`config.mk`:
```
export PLATFORM = sky130hd
export DESIGN_NAME = pool_collector
export DESIGN_NICKNAME = d
export VERILOG_FILES = /design/src/rtl/pool_collector.sv
export SDC_FILE = /design/constraint.sdc
export NUM_CORES = 1
export LEC_CHECK = 0
export CELL_PAD_IN_SITES_DETAIL_PLACEMENT = 1
export CELL_PAD_IN_SITES_GLOBAL_PLACEMENT = 1
export CORE_ASPECT_RATIO = 1.2
export CORE_UTILIZATION = 50
export DETAILED_ROUTE_END_ITERATION = 7
export PLACE_DENSITY = 0.69
export SLEW_MARGIN = 40
export SYNTH_ARGS = -nofsm -noshare
export SYNTH_HDL_FRONTEND = slang
export SYNTH_SLANG_ARGS = --single-unit
```
`constraint.sdc`:
```
create_clock -name clk -period 2.6 [get_ports clk]
set_input_delay 0.78 -clock clk [delete_from_list [all_inputs] [get_ports clk]]
set_output_delay 0.78 -clock clk [all_outputs]
set_load 0.01 [all_outputs]
```
`src/rtl/pool_collector.sv`:
```
// pool_collector: frame buffer sink for the max-pooling output stream.
// Words arriving on ivalid/din are stored in raster order until a frame of
// 144 (24x24 input) or 16 (8x8 input) words is complete. The frame is then
// held for random-access readout until frame_release frees the buffer.
//
// The buffer-release input is named frame_release because "release" is a
// reserved word in SystemVerilog.

module pool_collector #(
    parameter int DATA_W = 8,
    parameter int DEPTH  = 144,
    parameter int AW     = 8
) (
    input  logic              clk,
    input  logic              rstn,
    input  logic              state,
    input  logic              ivalid,
    input  logic [DATA_W-1:0] din,
    output logic              frame_done,
    output logic [AW-1:0]     wr_cnt,
    output logic              overflow,
    input  logic              frame_release,
    input  logic              rd_en,
    input  logic [AW-1:0]     rd_addr,
    output logic [DATA_W-1:0] rd_data,
    output logic              rd_valid
);

    localparam int SMALL_LEN = 16;

    typedef enum logic {
        FILL = 1'b0,
        FULL = 1'b1
    } fsm_t;

    fsm_t cur_st;
    fsm_t nxt_st;

    logic [AW-1:0]     wr_cnt_q;
    logic [AW-1:0]     len_q;
    logic [AW-1:0]     cur_len;
    logic              accept;
    logic              first_word;
    logic              last_word;
    logic              rd_ok;
    logic              ovf_q;
    logic [DATA_W-1:0] mem [DEPTH];
    logic [DATA_W-1:0] rd_word;
    logic [DATA_W-1:0] rd_data_p1;
    logic              vld_p1;

    // Frame length for the size-select input: 0 = large map, 1 = small map.
    function automatic logic [AW-1:0] frame_len(input logic sel);
        return sel ? AW'(SMALL_LEN) : AW'(DEPTH);
    endfunction

    // An address is backed by stored data only inside the latched frame.
    function automatic logic addr_in_frame(input logic [AW-1:0] addr,
                                           input logic [AW-1:0] len);
        return addr < len;
    endfunction

    // Write-side qualifiers: acceptance, first/last word of the frame.
    always_comb begin
        accept     = (cur_st == FILL) && ivalid;
        first_word = (wr_cnt_q == '0);
        // On the first word the length is not latched yet, so use the live select.
        cur_len    = first_word ? frame_len(state) : len_q;
        last_word  = accept && (wr_cnt_q == cur_len - AW'(1));
        rd_ok      = (cur_st == FULL) && rd_en;
    end

    // FSM state register.
    always_ff @(posedge clk or negedge rstn) begin
        if (!rstn) begin
            cur_st <= FILL;
        end else begin
            cur_st <= nxt_st;
        end
    end

    // FSM next-state: complete on the last word, re-arm on release.
    always_comb begin
        nxt_st = cur_st;
        case (cur_st)
            FILL:    if (last_word)     nxt_st = FULL;
            FULL:    if (frame_release) nxt_st = FILL;
            default:                    nxt_st = FILL;
        endcase
    end

    // FSM outputs: frame_done is decoded from the state register only.
    always_comb begin
        frame_done = (cur_st == FULL);
    end

    // Word counter: counts accepted words, cleared when the held frame is released.
    always_ff @(posedge clk or negedge rstn) begin
        if (!rstn) begin
            wr_cnt_q <= '0;
        end else if (accept) begin
            wr_cnt_q <= wr_cnt_q + AW'(1);
        end else if ((cur_st == FULL) && frame_release) begin
            wr_cnt_q <= '0;
        end
    end

    // Frame length latch: sampled once, on the first accepted word of each frame.
    always_ff @(posedge clk or negedge rstn) begin
        if (!rstn) begin
            len_q <= AW'(DEPTH);
        end else if (accept && first_word) begin
            len_q <= frame_len(state);
        end
    end

    // Sticky overflow: set by a word arriving on a held frame; release clears it and wins.
    always_ff @(posedge clk or negedge rstn) begin
        if (!rstn) begin
            ovf_q <= 1'b0;
        end else if (cur_st == FULL) begin
            if (frame_release) begin
                ovf_q <= 1'b0;
            end else if (ivalid) begin
                ovf_q <= 1'b1;
            end
        end
    end

    // Buffer write port; contents are deliberately not reset.
    always_ff @(posedge clk) begin
        if (accept) begin
            mem[wr_cnt_q] <= din;
        end
    end

    // Read port lookup: addresses beyond the latched frame return zero.
    always_comb begin
        rd_word = '0;
        if (addr_in_frame(rd_addr, len_q)) begin
            rd_word = mem[rd_addr];
        end
    end

    // Read stage p1: registered data and a one-cycle valid pulse per honoured request.
    always_ff @(posedge clk or negedge rstn) begin
        if (!rstn) begin
            vld_p1     <= 1'b0;
            rd_data_p1 <= '0;
        end else begin
            vld_p1 <= rd_ok;
            if (rd_ok) begin
                rd_data_p1 <= rd_word;
            end
        end
    end

    assign wr_cnt   = wr_cnt_q;
    assign overflow = ovf_q;
    assign rd_data  = rd_data_p1;
    assign rd_valid = vld_p1;

endmodule

```
### Word-level counts from Yosys, hierarchy flattened

Memory sizes are Yosys's and may differ from the RTL's.
Cells that the tools add are included.

| storage, ports and cells | value |
|---|---|
| bits in registers | 27 |
| memory bits (writable) | 1152 |
| bits of input ports | 22 |
| output and inout bits | 19 |
| memories | 1 |

| operators by class | value |
|---|---|
| add/subtract/negate cells | 2 |
| order comparisons | 1 |
| eq/ne operators | 1 |
| multiplexer cells | 12 |
| bitwise logic cells | 1 |
| reduce and logical (&&, ||, !) cells | 9 |

Memories:

| name | words | bits a word | rd ports | clocked after memory_dff | write ports | RTL line | RTL |
|---|---|---|---|---|---|---|---|
| mem | 144 | 8 | 1 | 0 | 1 | 47 | `logic [DATA_W-1:0] mem [DEPTH];` |

Operator list:

| cell | count |
|---|---|
| 8-bit two-way mux | 5 |
| 8-bit by 1-bit adder with 8-bit output, second input constant | 1 |
| 8-bit equality test | 1 |
| 8-bit zero test | 1 |
| 8-bit less-than comparator | 1 |
| 8-bit by 1-bit subtractor with 8-bit output, second input constant | 1 |
| 1-bit two-way mux | 6 |
| 1-bit logical AND | 5 |
| 2-bit nonzero test | 2 |
| 1-bit one-hot mux with 2 select lines | 1 |
| 2-bit AND reduction | 1 |
| 1-bit inverter | 1 |

### Logic depth before layout (Yosys ltp)

Gate-level depths: netlist of the first run.

| logic depth | value |
|---|---|
| depth in word-level cells | 7 |
| mapped depth | 12 |
| mapped depth without buffers | 7 |

### Worst setup path after synthesis of the first run

Ideal clock, no wire load.

| timing | value |
|---|---|
| path type | input to register |
| from | input port rd_addr[0] |
| to | register rd_data_p1[0], in the netlist rd_data[0] |
| arrival | 2745 ps |
| path slack | -279 ps |
| stages on the path | 8 |
| buffers on the path | 3 |
| cells stage by stage | buf_6 -> buf_8 -> buf_2 -> mux4_2 -> mux4_2 -> mux2_2 -> a21oi_1 -> a311oi_1 |

| on the way | value |
|---|---|
| word-level cells in the longest chain between the ends | 2 |

RTL lines:

| item | RTL line | RTL |
|---|---|---|
| start: declaration | 24 | `input logic [AW-1:0] rd_addr,` |
| memory read 144 x 8 bit or 8-bit less-than comparator (tied branches) | - |  |
| 8-bit two-way mux (*) | 140 | `if (addr_in_frame(rd_addr, len_q)) begin` |
| end signal: assignment | 153 | `rd_data_p1 <= rd_word;` |
| end: declaration | 49 | `logic [DATA_W-1:0] rd_data_p1;` |

Mark *: on every way between the ends. The rest lies on a longest branch, timed or not.
A chain may end at the register's enable or synchronous reset.

### Worst setup path after layout of the first run

| timing | value |
|---|---|
| from | register rd_data_p1[6], in the netlist rd_data[6] |
| to | output port rd_data[6] |

RTL lines:

| item | RTL line | RTL |
|---|---|---|
| end: declaration | 25 | `output logic [DATA_W-1:0] rd_data,` |

No word-level cell between the ends.

==> results of run 1 <==
-- flip-flops by register name (all words and copies together) (netlist names) --
name,flops
mem,1152
rd_data,8
wr_cnt,8
frame_done,1
len_q,1
overflow,1
rd_valid,1
-- cell usage after synthesis (all sizes together), types with 10 or more instances --
cell | count | area, um^2
a22o | 12 | 105
buf | 79 | 558
nand3 | 33 | 165
nor2 | 157 | 589
nand2b | 28 | 175
mux4 | 272 | 6130
o21ai | 32 | 160
clkbuf | 48 | 181
mux2i | 99 | 991
o22ai | 13 | 81.3
a221oi | 10 | 87.6
a21oi | 29 | 145
a22oi | 24 | 180
edfxtp | 1152 | 34600
dfrtp | 19 | 475
nand2 | 51 | 191
nor2b | 15 | 93.8
mux2 | 44 | 495
-- cell families (layout without fill, tap and decap cells) --
kind of cell | after synthesis | after routing | share of synthesized area, %
other cells | 0 | 1 | 0
compound gates | 168 | 168 | 2.56
simple gates | 297 | 297 | 2.82
fa+ha+maj | 5 | 5 | 0.136
mux | 415 | 415 | 16.5
flops | 1172 | 1172 | 76.3
buf+inv | 132 | 640 | 1.65
-- what timing repair did --
item / 4_1_cts / 5_1_grt
gates resized for setup: 13 / 1
hold endpoints to repair: 0 / 0
setup endpoints to repair: 12 / 1
-- placed cells by master (no fill, tap or decap), drive strengths merged, types with 3 or more instances in the layout --
cell type	n
nand2b	28
a221oi	10
a211oi	6
o221ai	6
mux4	272
a221o	4
bufinv	15
nor2	157
a2111o	6
clkdlybuf4s50	23
clkinvlp	5
clkinv	55
mux2	44
nor2b	15
o21ai	32
a22oi	24
a21oi	29
nand4	6
ha	5
nand2	51
o2111ai	6
a22o	12
dfrtp	19
o31ai	5
nand3	33
buf	404
clkbuf	129
edfxtp	1152
dlygate4sd2	4
mux2i	99
or2	3
a311oi	8
inv	5
o22ai	13
-- per-layer routing --
| metal | up-vias | global-route usage (%) |
|---|---|---|
| met1 | 12500 | 33.7 |
| met5 | - | 0 |
| met2 | 835 | 44.1 |
| met4 | 6 | 9.56 |
| met3 | 201 | 4.83 |
| li1 | 9922 | - |
-- metrics by stage --
stage | instances | TNS (ns)
2_1_floorplan | 2189 | -0.821
5_1_grt | 3927 | 0
6_report | 3928 | 0
4_1_cts | 3927 | 0
3_3_place_gp | 3723 | -69.97
3_5_place_dp | 3723 | -115.28
-- power breakdown --
part	leakage [nW]	switching [W]	internal, W	total, W
sequential	10.6	0.000183	0.0210	0.0212
clock	1.79	0.00697	0.00941	0.0164
combinational	5.62	0.00210	0.00136	0.00346
-- area by class of cell --
type	instances	area (um^2)	share of cell area (%)
multi-input combinational	885	10200	18.6
sequential	1172	35100	64.4
antenna	1	2.50	0.00459
clock buffer	129	2890	5.30
inverter	5	18.8	0.0344
tap	1230	1540	2.82
clock inverter	75	777	1.43
timing repair buffer	431	4010	7.36
-- worst paths after layout --
kind	endpoint	startpoint	cells after the start	slack (ns)
setup / recovery	rd_data[6]	rd_data[6]	1	0.03
hold / removal	wr_cnt[3]	rstn	2	0.49
setup reg to reg	mem[143][6]	wr_cnt[1]	5	0.25
hold reg to reg	len_q[7]	len_q[7]	2	0.54
max in group asynchronous	len_q[7]	rstn	2	1.80
min in group clk	mem[32][1]	din[1]	1	0.50
==> qor.yml, run 1 <==
outcome:
  status: "complete, no violations"
route:
  routed_wl_um: 119000
  viasPerCell: 5.96
  wl_met1_um: 46400
  wl_met2_um: 60500
  ant_nets: 0
  top_layer_used: "met5"
  dr_wl_met3_um: 7780
  drc: 0
  drt_iter0_drc: 2351
  routedWlPerCell_um: 30.3
  dr.pass1.iters: 5
  vias: 23400
synth:
  synth_ff_type: "edfxtp_1"
  synth_warnings: 0
  syn_nets: 2216
  synthCells: 2189
  synth_cell_types: 45
  seq_area_frac_synth_pct: 76.3
  synth_async_sr_flop_share_pct: 1.71
  synth-seq-cells: 1172
  syn-cell-area_um2: 46000
  synth_edf_count: 1152
  avgSynthCellArea_um2: 21.0
sta:
  whs_ns: 0.486
  setup_viol_count_final: 0
  worst_slew_pin_slew_ns: 0.876
  rsz0062_at_grt: "no"
  maxSlewViolCount: 0
  max_freq_mhz: 389
  fin_crit_sh_pct: 98.9
  finClkSkew_ns: 0.0440
  hold_viol: 0
  layout_setup_ws_ns: 0.0274
  period_needed_ns: 2.57
  relSlewSlack_pct: 41.1
worst_setup_path:
  path_class: "register to primary output"
  path_max_fanout: 4
  cp_top_family: "buffers and inverters"
  crit_required_ns: 1.82
  max_stage_delay_ns: 0.59
  endpoint_kind: "primary output"
  arrival_ns: 1.79
  worst-path-buf-inv: 1
  startpoint_type: "register"
  slowest_stage: "clkdlybuf4s50_1"
  cp_cell_sequence: "clkdlybuf4s50_1"
placement:
  preCtsSetupSlack_ns: -0.620
  dp_hpwl_um: 80400
  portBuffers: 40
  placed_area_um2: 50800
  gp_congestion: 0.894
global_route:
  overflow: 0
  antenna_found_initial: 3
  track_usage_pct: 26.0
  grt_pass1_vias: 25000
  grt_pass1_wl_um: 173000
  grt_max_degree: 81
floorplan:
  core_area_um2: 91000
  die_y_um: 334
  die_w_um: 279
  std_cell_rows: 121
  start_util_pct: 50.6
  ioPinCount: 41
  dieArea_um2: 93200
clocking:
  clk_pin_slew_worst_paths_ns: 0.06
  cts_tree: "built"
  postCtsSetupBuffers: 0
  clock_path_buffers: 3
  clock_latency_ns: 0.70
  cts_sinks: 1172
  root_buffer: "clkbuf_16"
  cts_hold_buf: 0
  numCtsBuffers: 110
  h-tree-depth: 3
pwr:
  p_total_w: 0.0411
  ir_drop_uv: 592
  power_per_cell_area_nw_per_um2: 753
  p_leak_nw: 18.0
cells_and_area:
  syn_to_final_growth_pct: 18.5
  drive_above_1_share_pct: 33.2
  final_area_um2: 54500
  fill_cells: 7652
  nets: 2632
  fin_util_pct: 59.9
flow_run:
  cap_violations: 0
min_path:
  min_path_type: "input pin to asynchronous set/reset pin"
Note: power is estimated with default switching activity, not from simulation.
==> run 2: changes to the inputs <==
Settings changed: CORE_ASPECT_RATIO 1.2 to 1.25, CTS_CLUSTER_SIZE set to 10, PLACE_DENSITY 0.69 to 0.68.
==> qor.yml, run 2 (synthesis gave the netlist of run 1 again) <==
outcome:
  status: "complete, no violations"
pwr:
  ir_drop_uv: 489
  p_total_w: 0.0417
  p_leak_nw: 18.0
  power_per_cell_area_nw_per_um2: 766
clocking:
  cts_sinks: 1172
  clk_pin_slew_worst_paths_ns: 0.06
  h-tree-depth: 4
  cts_tree: "built"
  clock_latency_ns: 0.73
  numCtsBuffers: 136
  clock_path_buffers: 3
  root_buffer: "clkbuf_16"
global_route:
  overflow: 0
  grt_most_used_layer: "met2"
  use_met1_pct: 34.5
  grt_pass1_vias: 25800
  antenna_found_initial: 1
  grt_max_degree: 87
  grt_pass1_wl_um: 180000
  grt_use_met3_pct: 4.18
  track_usage_pct: 27.3
  met2_usage_pct: 46.9
placement:
  portBuffers: 40
  gp_congestion: 0.864
  placed_area_um2: 50600
  placed_cells: 3669
  dp_hpwl_um: 83000
sta:
  period_needed_ns: 2.56
  finClkSkew_ns: 0.0210
  worst_slew_pin_slew_ns: 0.877
  whs_ns: 0.467
  hold_viol: 0
  maxSlewViolCount: 0
  fin_crit_sh_pct: 98.4
  rsz0062_at_grt: "no"
  setup_viol_count_final: 0
  max_freq_mhz: 391
  relSlewSlack_pct: 41.4
min_path:
  min_path_type: "input pin to asynchronous set/reset pin"
worst_setup_path:
  startpoint: "rd_data[3]"
  worst-path-buf-inv: 1
  path_class: "register to primary output"
  timing.reg2reg.setup_slack_ns: 0.23
  r2r_cells: 6
  crit_required_ns: 1.82
  startpoint_type: "register"
  arrival_ns: 1.78
  r2r-start: "mem[55][6]"
  slowest_stage: "clkdlybuf4s50_1"
  worstSetupEndpoint: "rd_data[3]"
  max_stage_delay_ns: 0.58
  cp_top_family: "buffers and inverters"
  cp_cell_sequence: "clkdlybuf4s50_1"
  r2r_end: "rd_data[6]"
  cp.depth: 1
  endpoint_kind: "primary output"
  path_max_fanout: 4
cells_and_area:
  fill_cells: 7717
  drive_above_1_share_pct: 33.0
  top_register: "mem"
  regArea_um2: 35100
  nets: 2641
  most-common-layout-cells: "1,152 x edfxtp_1, 327 x buf_4, 272 x mux4_2, 157 x nor2_1, 142 x clkbuf_16"
  fin_cells: 3855
  final_common_cell: "edfxtp_1"
  final_area_um2: 54500
  syn_to_final_growth_pct: 18.4
  largest_register_ff_count: 1152
  diodes: 0
  fin_util_pct: 59.7
  multi_input_area_um2: 10200
floorplan:
  die_y_um: 341
  ioPinCount: 41
  start_util_pct: 50.4
  std_cell_rows: 124
  dieArea_um2: 93200
  die_w_um: 273
  core_area_um2: 91200
flow_run:
  cap_violations: 0
route:
  drc: 0
  routed_wl_um: 124000
  routedWlPerCell_um: 32.2
  dr.pass1.iters: 5
  ant_nets: 0
  vias: 23800
  drt_iter0_drc: 2278
  viasPerCell: 6.17
[run 2: cell types whose count changed in the layout (fill, tap and decap cells not counted), moves of 6 or more]
cell / before / now
bufinv_16: 15 / 1
clkinv_2: 25 / 0
clkbuf_1: 16 / 29
inv_6: 0 / 6
clkbuf_16: 113 / 142
clkinv_1: 27 / 1
buf_4: 343 / 327
[run 2: repair_timing]
action,in CTS,in global routing
resized for setup,15,4
cloned,0,0
setup endpoints to repair,14,8
setup buffers,4,0
hold buffers,0,0
endpoints found under the hold margin,0,0
[run 2: through the flow]
stage / TNS (ns) / setup WS [ns]
2_1_floorplan: -0.821 / -0.103
3_3_place_gp: -38.16 / -0.737
3_5_place_dp: -64.27 / -0.726
4_1_cts: 0 / 0.00508
5_1_grt: 0 / 0.00146
6_report: 0 / 0.0405
[run 2: area by class of cell]
| cell class | count | area share (%) |
|---|---|---|
| Multi-Input combinational cell | 885 | 18.7 |
| Inverter | 5 | 0.0345 |
| Clock buffer | 172 | 6.75 |
| Clock inverter | 10 | 0.225 |
| Timing Repair Buffer | 414 | 7.14 |
| Sequential cell | 1172 | 64.5 |
| Tap cell | 1197 | 2.75 |
[run 2: worst min-delay path by stage]
| stage | from | end | slack (ns) | cells past startpoint |
|---|---|---|---|---|
| 6_report | rstn | wr_cnt[5] | 0.47 | 2 |
| 2_1_floorplan | rstn | frame_done | 0.48 | 0 |
| 4_1_cts | rstn | wr_cnt[2] | 0.43 | 2 |
| 5_1_grt | rstn | wr_cnt[5] | 0.47 | 2 |
| 3_5_place_dp | len_q[7] | len_q[7] | 0.54 | 2 |
| 3_3_place_gp | len_q[7] | len_q[7] | 0.50 | 2 |
[run 2: where the power goes]
| part | switching, W | internal (W) |
|---|---|---|
| clock | 0.00709 | 0.00990 |
| sequential | 0.000157 | 0.0211 |
| combinational | 0.00219 | 0.00135 |
[run 2: layer usage]
metal | up-vias | routed length [um]
met4 | 0 | 5110
met2 | 833 | 64800
li1 | 9901 | -
met3 | 212 | 6570
met1 | 12900 | 47600
met5 | - | 0
